## config.mk

```make
export PLATFORM = sky130hd
export DESIGN_NAME = sha256_iter_core
export DESIGN_NICKNAME = d
export VERILOG_FILES = /design/src/rtl/sha256_iter_core.sv
export SDC_FILE = /design/constraint.sdc
export NUM_CORES = 2
export LEC_CHECK = 0
export BUFFER_PORTS_ARGS = -buffer_cell sky130_fd_sc_hd__buf_2
export CORE_AREA = 2 2 398 400
export DETAILED_ROUTE_END_ITERATION = 6
export DIE_AREA = 0 0 400 402
export PLACE_DENSITY = 0.74
export SYNTH_ARGS = -nofsm -noshare
export SYNTH_HDL_FRONTEND = slang
export SYNTH_SLANG_ARGS = --single-unit
```

## constraint.sdc

```tcl
create_clock -name clk -period 10.7 [get_ports clk]
set_input_delay 2.14 -clock clk [delete_from_list [all_inputs] [get_ports clk]]
set_output_delay 2.14 -clock clk [all_outputs]
set_load 0.02 [all_outputs]
```

## src/rtl/sha256_iter_core.sv

```systemverilog
// sha256_iter_core -- iterative SHA-256 compression core, UNROLL rounds per clock.
//
// One 512-bit chunk is accepted per transaction; the chaining value is either the
// standard SHA-256 IV (in_init=1) or in_hash. The result is held on out_hash until
// the downstream handshake completes.
//
// Ports:
//   clk      : clock, rising edge
//   rst_n    : asynchronous active-low reset
//   in_vld   : chunk / in_hash / in_init valid
//   in_rdy   : core idle and able to accept a chunk
//   in_init  : 1 selects the SHA-256 IV, 0 selects in_hash
//   chunk    : message block, [511:480]=W0 ... [31:0]=W15
//   in_hash  : chaining value, [255:224]=H0 ... [31:0]=H7
//   out_vld  : out_hash valid
//   out_rdy  : downstream accepts out_hash
//   out_hash : chunk result, same word order as in_hash
//   busy     : high whenever the core is not idle
module sha256_iter_core #(
    parameter int unsigned UNROLL = 1
) (
    input  logic         clk,
    input  logic         rst_n,
    input  logic         in_vld,
    output logic         in_rdy,
    input  logic         in_init,
    input  logic [511:0] chunk,
    input  logic [255:0] in_hash,
    output logic         out_vld,
    input  logic         out_rdy,
    output logic [255:0] out_hash,
    output logic         busy
);

    if (!(UNROLL == 1 || UNROLL == 2 || UNROLL == 4 || UNROLL == 8 || UNROLL == 16)) begin : g_bad_unroll
        $error("sha256_iter_core: UNROLL must be 1, 2, 4, 8 or 16");
    end

    typedef enum logic [1:0] {IDLE, RUN, ADD, DONE} state_t;

    localparam logic [255:0] IV = 256'h6a09e667bb67ae853c6ef372a54ff53a510e527f9b05688c1f83d9ab5be0cd19;

    localparam logic [31:0] K [64] = '{
        32'h428a2f98, 32'h71374491, 32'hb5c0fbcf, 32'he9b5dba5, 32'h3956c25b, 32'h59f111f1, 32'h923f82a4, 32'hab1c5ed5,
        32'hd807aa98, 32'h12835b01, 32'h243185be, 32'h550c7dc3, 32'h72be5d74, 32'h80deb1fe, 32'h9bdc06a7, 32'hc19bf174,
        32'he49b69c1, 32'hefbe4786, 32'h0fc19dc6, 32'h240ca1cc, 32'h2de92c6f, 32'h4a7484aa, 32'h5cb0a9dc, 32'h76f988da,
        32'h983e5152, 32'ha831c66d, 32'hb00327c8, 32'hbf597fc7, 32'hc6e00bf3, 32'hd5a79147, 32'h06ca6351, 32'h14292967,
        32'h27b70a85, 32'h2e1b2138, 32'h4d2c6dfc, 32'h53380d13, 32'h650a7354, 32'h766a0abb, 32'h81c2c92e, 32'h92722c85,
        32'ha2bfe8a1, 32'ha81a664b, 32'hc24b8b70, 32'hc76c51a3, 32'hd192e819, 32'hd6990624, 32'hf40e3585, 32'h106aa070,
        32'h19a4c116, 32'h1e376c08, 32'h2748774c, 32'h34b0bcb5, 32'h391c0cb3, 32'h4ed8aa4a, 32'h5b9cca4f, 32'h682e6ff3,
        32'h748f82ee, 32'h78a5636f, 32'h84c87814, 32'h8cc70208, 32'h90befffa, 32'ha4506ceb, 32'hbef9a3f7, 32'hc67178f2
    };

    function automatic logic [31:0] rotr(input logic [31:0] x, input int unsigned n);
        return (x >> n) | (x << (32 - n));
    endfunction

    function automatic logic [31:0] bsig0(input logic [31:0] x);
        return rotr(x, 2) ^ rotr(x, 13) ^ rotr(x, 22);
    endfunction

    function automatic logic [31:0] bsig1(input logic [31:0] x);
        return rotr(x, 6) ^ rotr(x, 11) ^ rotr(x, 25);
    endfunction

    function automatic logic [31:0] ssig0(input logic [31:0] x);
        return rotr(x, 7) ^ rotr(x, 18) ^ (x >> 3);
    endfunction

    function automatic logic [31:0] ssig1(input logic [31:0] x);
        return rotr(x, 17) ^ rotr(x, 19) ^ (x >> 10);
    endfunction

    state_t       state_q;
    logic [6:0]   cnt_q;
    logic         out_vld_q;
    logic [255:0] out_hash_q;
    logic [31:0]  wv_q    [8];   // working variables a..h at index 0..7
    logic [31:0]  wv_d    [8];
    logic [31:0]  w_q     [16];  // schedule window, index 0 holds W[cnt]
    logic [31:0]  w_d     [16];
    logic [31:0]  saved_q [8];   // chaining value added back in ADD

    // UNROLL rounds chained combinationally. The window always shifts and always
    // computes W[t+16]; words produced past round 63 are simply never consumed.
    always_comb begin
        logic [31:0] t1;
        logic [31:0] t2;
        logic [31:0] wn;
        logic [5:0]  kidx;
        wv_d = wv_q;
        w_d  = w_q;
        t1   = '0;
        t2   = '0;
        wn   = '0;
        kidx = '0;
        for (int unsigned u = 0; u < UNROLL; u++) begin
            kidx = cnt_q[5:0] + 6'(u);
            t1 = wv_d[7] + bsig1(wv_d[4]) + ((wv_d[4] & wv_d[5]) ^ (~wv_d[4] & wv_d[6]))
               + K[kidx] + w_d[0];
            t2 = bsig0(wv_d[0]) + ((wv_d[0] & wv_d[1]) ^ (wv_d[0] & wv_d[2]) ^ (wv_d[1] & wv_d[2]));
            wv_d[7] = wv_d[6];
            wv_d[6] = wv_d[5];
            wv_d[5] = wv_d[4];
            wv_d[4] = wv_d[3] + t1;
            wv_d[3] = wv_d[2];
            wv_d[2] = wv_d[1];
            wv_d[1] = wv_d[0];
            wv_d[0] = t1 + t2;
            wn = ssig1(w_d[14]) + w_d[9] + ssig0(w_d[1]) + w_d[0];
            for (int unsigned j = 0; j < 15; j++) begin
                w_d[j] = w_d[j + 1];
            end
            w_d[15] = wn;
        end
    end

    always_ff @(posedge clk or negedge rst_n) begin
        if (!rst_n) begin
            state_q    <= IDLE;
            cnt_q      <= '0;
            out_vld_q  <= 1'b0;
            out_hash_q <= '0;
            for (int unsigned i = 0; i < 8; i++) begin
                wv_q[i]    <= '0;
                saved_q[i] <= '0;
            end
            for (int unsigned i = 0; i < 16; i++) begin
                w_q[i] <= '0;
            end
        end else begin
            case (state_q)
                IDLE: begin
                    if (in_vld) begin
                        for (int unsigned i = 0; i < 16; i++) begin
                            w_q[i] <= chunk[511 - 32 * i -: 32];
                        end
                        for (int unsigned i = 0; i < 8; i++) begin
                            saved_q[i] <= in_init ? IV[255 - 32 * i -: 32] : in_hash[255 - 32 * i -: 32];
                            wv_q[i]    <= in_init ? IV[255 - 32 * i -: 32] : in_hash[255 - 32 * i -: 32];
                        end
                        cnt_q   <= '0;
                        state_q <= RUN;
                    end
                end
                RUN: begin
                    wv_q  <= wv_d;
                    w_q   <= w_d;
                    cnt_q <= cnt_q + 7'(UNROLL);
                    if (cnt_q + 7'(UNROLL) == 7'd64) begin
                        state_q <= ADD;
                    end
                end
                ADD: begin
                    for (int unsigned i = 0; i < 8; i++) begin
                        out_hash_q[255 - 32 * i -: 32] <= saved_q[i] + wv_q[i];
                    end
                    out_vld_q <= 1'b1;
                    state_q   <= DONE;
                end
                DONE: begin
                    if (out_rdy) begin
                        out_vld_q <= 1'b0;
                        state_q   <= IDLE;
                    end
                end
                default: state_q <= IDLE;
            endcase
        end
    end

    assign in_rdy   = (state_q == IDLE);
    assign busy     = (state_q != IDLE);
    assign out_vld  = out_vld_q;
    assign out_hash = out_hash_q;

endmodule

```

==> run metrics <==
CTS Buf Count=between 100 and 150; Total GRT Usage=0.402; register area=between 30,000 and 40,000 um^2; Post-synth EDFFs=0; final cell count without fillers=~12,000; CTS clk-pin slew, worst paths=around 0.060 ns; Inst Count DP=around 12,000; gpl congestion=approximately 1; # setup viols final=0; root buffer cell=clkbuf_16; drt via density=between 6 and 7; DRC viols=0; min Tclk post-route=between 9 and 10 ns; synthesized flop and latch total=1,290; Synth async-reset ratio=1.00; Layout Nets=between 10,000 and 15,000; Post-Syn Area=between 80,000 and 90,000 um^2; total negative setup slack=0 ns; Layout Area Growth over Synthesis=13.9%; Top delay family on crit path=compound AO/OA/AOI/OAI gates; utilization after layout=0.603; drt wl/cell=~27 um; highest clock rate=around 0.11 GHz; final hold vios=0; vias in the first global route=about 70,000; crit path launch type=flip-flop; clk sinks=about 1,300; reg2reg start=cnt_q[1]; number of synthesis warnings=0; hold path endpoint=out_hash[111]; kind of critical path=reg -> reg; CP bufs+invs=6; CTS Hold Bufs=0; die width=~400 um; multi-input gate area in the final layout=46,800 um^2; post-CTS sizing=0; core area=approximately 160,000 um^2; first-pass GRT wire length=roughly 470 mm; Worst EP required=approximately 11 ns; clk_skew=about 0.056 ns; RSZ-0062 raised after global routing=false; fin. max-slew vios=0; slowest stage delay, CP=roughly 0.89 ns; # rows=~150; worst slew pin tran=around 1.3 ns; Slew HR=0.161; Port-buffer cells=around 1,000; GR Overflow Total=0; effective utilization at floorplan=0.529; CP max FO=17; Seq/Total Area, Yosys=0.388; post-CTS setup buffers=0; instance count on the critical path=32; Post-Syn Instances=approximately 9,200; Die Height=402 um; Avg Inst Size Synth=between 9 and 10 um^2; top_reg_cell synth=dfrtp_1; largest net degree at the start of global routing=between 200 and 250; worst hold start=out_hash[111]; TritonCTS clock tree=yes; drt pass-1 iters=7; H-Tree Depth=4; Synthesized Nets=10,500; via count=roughly 73,000; Die ar.=roughly 160,000 um^2; routed wire length=330 mm; Max Cap Viol=0; dpl cell area=~89,000 um^2; worst hold stages=1; # IOs=~1,000; initial antenna violation count=between 100 and 150; Detail Route Antenna Nets=0; status=finished, final reports clean; clock buffer depth=3; most common cell after layout, fill and taps aside=dfrtp_1; Fill cells=about 14,000; slowest cell on the critical path=ha_1; worst r2r dst=wv_d[221]; Synth cell types=85; later-pin clock latency in the skew report=0.83 ns; most frequent cells in the layout=dfrtp_1 (1,287), buf_2 (1,029), a21oi_1 (1,027); Setup crit start=cnt_q[1]; Hold/Removal Path Class=reg -> reg; Critical Path Most Common Cell=inv_1; final worst path period share=0.867; Worst Setup End Kind=flip-flop; crit path DAT=~10 ns; Final Instance Area=approximately 95,000 um^2; Reg2Reg Depth=32; initial drt markers=6,972; layout cells sized above 1=0.170; R2R Setup Slk=around 1.4 ns; Post-DP HPWL=255 mm
-- worst register-to-register path, delay by kind of cell, from the launching register on --
| kind | cells | cell delay, ns |
|---|---|---|
| and+or+nand+nor | 6 | 1.40 |
| DFF | 1 | 0.83 |
| AOI/OAI and AO/OA | 13 | 3.45 |
| buffers and inverters | 6 | 0.84 |
| xor gates and xnor gates | 1 | 0.25 |
| adders and majority gates | 5 | 2.30 |
| muxes | 1 | 0.15 |
-- kinds of logic after synthesis --
logic type	count (synthesis)	synth area share
AOI/OAI and AO/OA	2480	0.172
and+or+nand+nor	2319	0.120
DFF	1290	0.388
buffers and inverters	1088	0.0491
muxes	820	0.104
adders and majority gates	595	0.107
xor gates and xnor gates	569	0.0600
-- cell usage after synthesis (20+ instances only) --
library cell	n	area (um^2)
dfrtp_1	1290	32300
a21oi_1	1028	5140
nor2_1	1019	3820
o21ai_0	770	3850
nand2_1	755	2830
clkbuf_1	546	2050
mux2i_1	509	5090
inv_1	500	1880
ha_1	397	4970
xnor2_1	353	3090
mux2_2	305	3430
xor2_1	215	1880
a21o_1	199	1490
fa_1	195	3900
nand2b_1	166	1040
nand3_1	98	490
nor3_1	71	355
a211oi_1	64	480
o21a_1	63	473
a31oi_1	62	388
nor2b_1	53	332
buf_1	38	143
o211ai_1	37	278
o21bai_1	37	278
or3_1	32	200
o31ai_1	30	225
and3_1	27	169
nand4_1	20	125
-- worst max-delay path by stage --
| stage | to | slack, ns |
|---|---|---|
| after CTS | wv_d[221] | 1.64 |
| after global routing | wv_d[221] | 0.81 |
| after detailed placement | wv_d[221] | 1.69 |
| after global placement | wv_d[221] | 1.76 |
| final | wv_d[221] | 1.43 |
| after floorplan | wv_d[221] | 3.16 |
-- metal layers --
layer | global-route usage | share of wire | up-vias
met5 | 0 | 0.0013 | -
met4 | 0.251 | 0.073 | 70
met3 | 0.0975 | 0.089 | 923
met2 | 0.634 | 0.46 | 3514
met1 | 0.496 | 0.38 | 35700
li1 | - | - | 32900
-- flip-flops by register name, indices dropped and copies added, names as in the netlist --
name and cells:
w_d 480, out_hash 256, saved_q 256, wv_d 192, wv_q 64, w_q 32, cnt_q 7, state_q 2
out_vld 1
-- final cells by class --
class,count,area share
multi-input cells,6783,0.494
flip-flops and latches,1290,0.341
repair buffers,1106,0.0621
clock buffers,206,0.0438
well taps,2072,0.0274
inverters,502,0.0200
clock inverters,61,0.00963
diodes,70,0.00185
-- stage by stage --
step	hold slack, ns	setup slack [ns]
global route	0.500	0.811
global placement	0.461	1.76
finish	0.475	1.43
floorplan	0.450	3.16
detailed placement	0.465	1.69
CTS	0.478	1.64
Power is left out: the tool's default activity adds up to more than one toggle a clock period on the data nets, which glitch-free logic cannot reach.
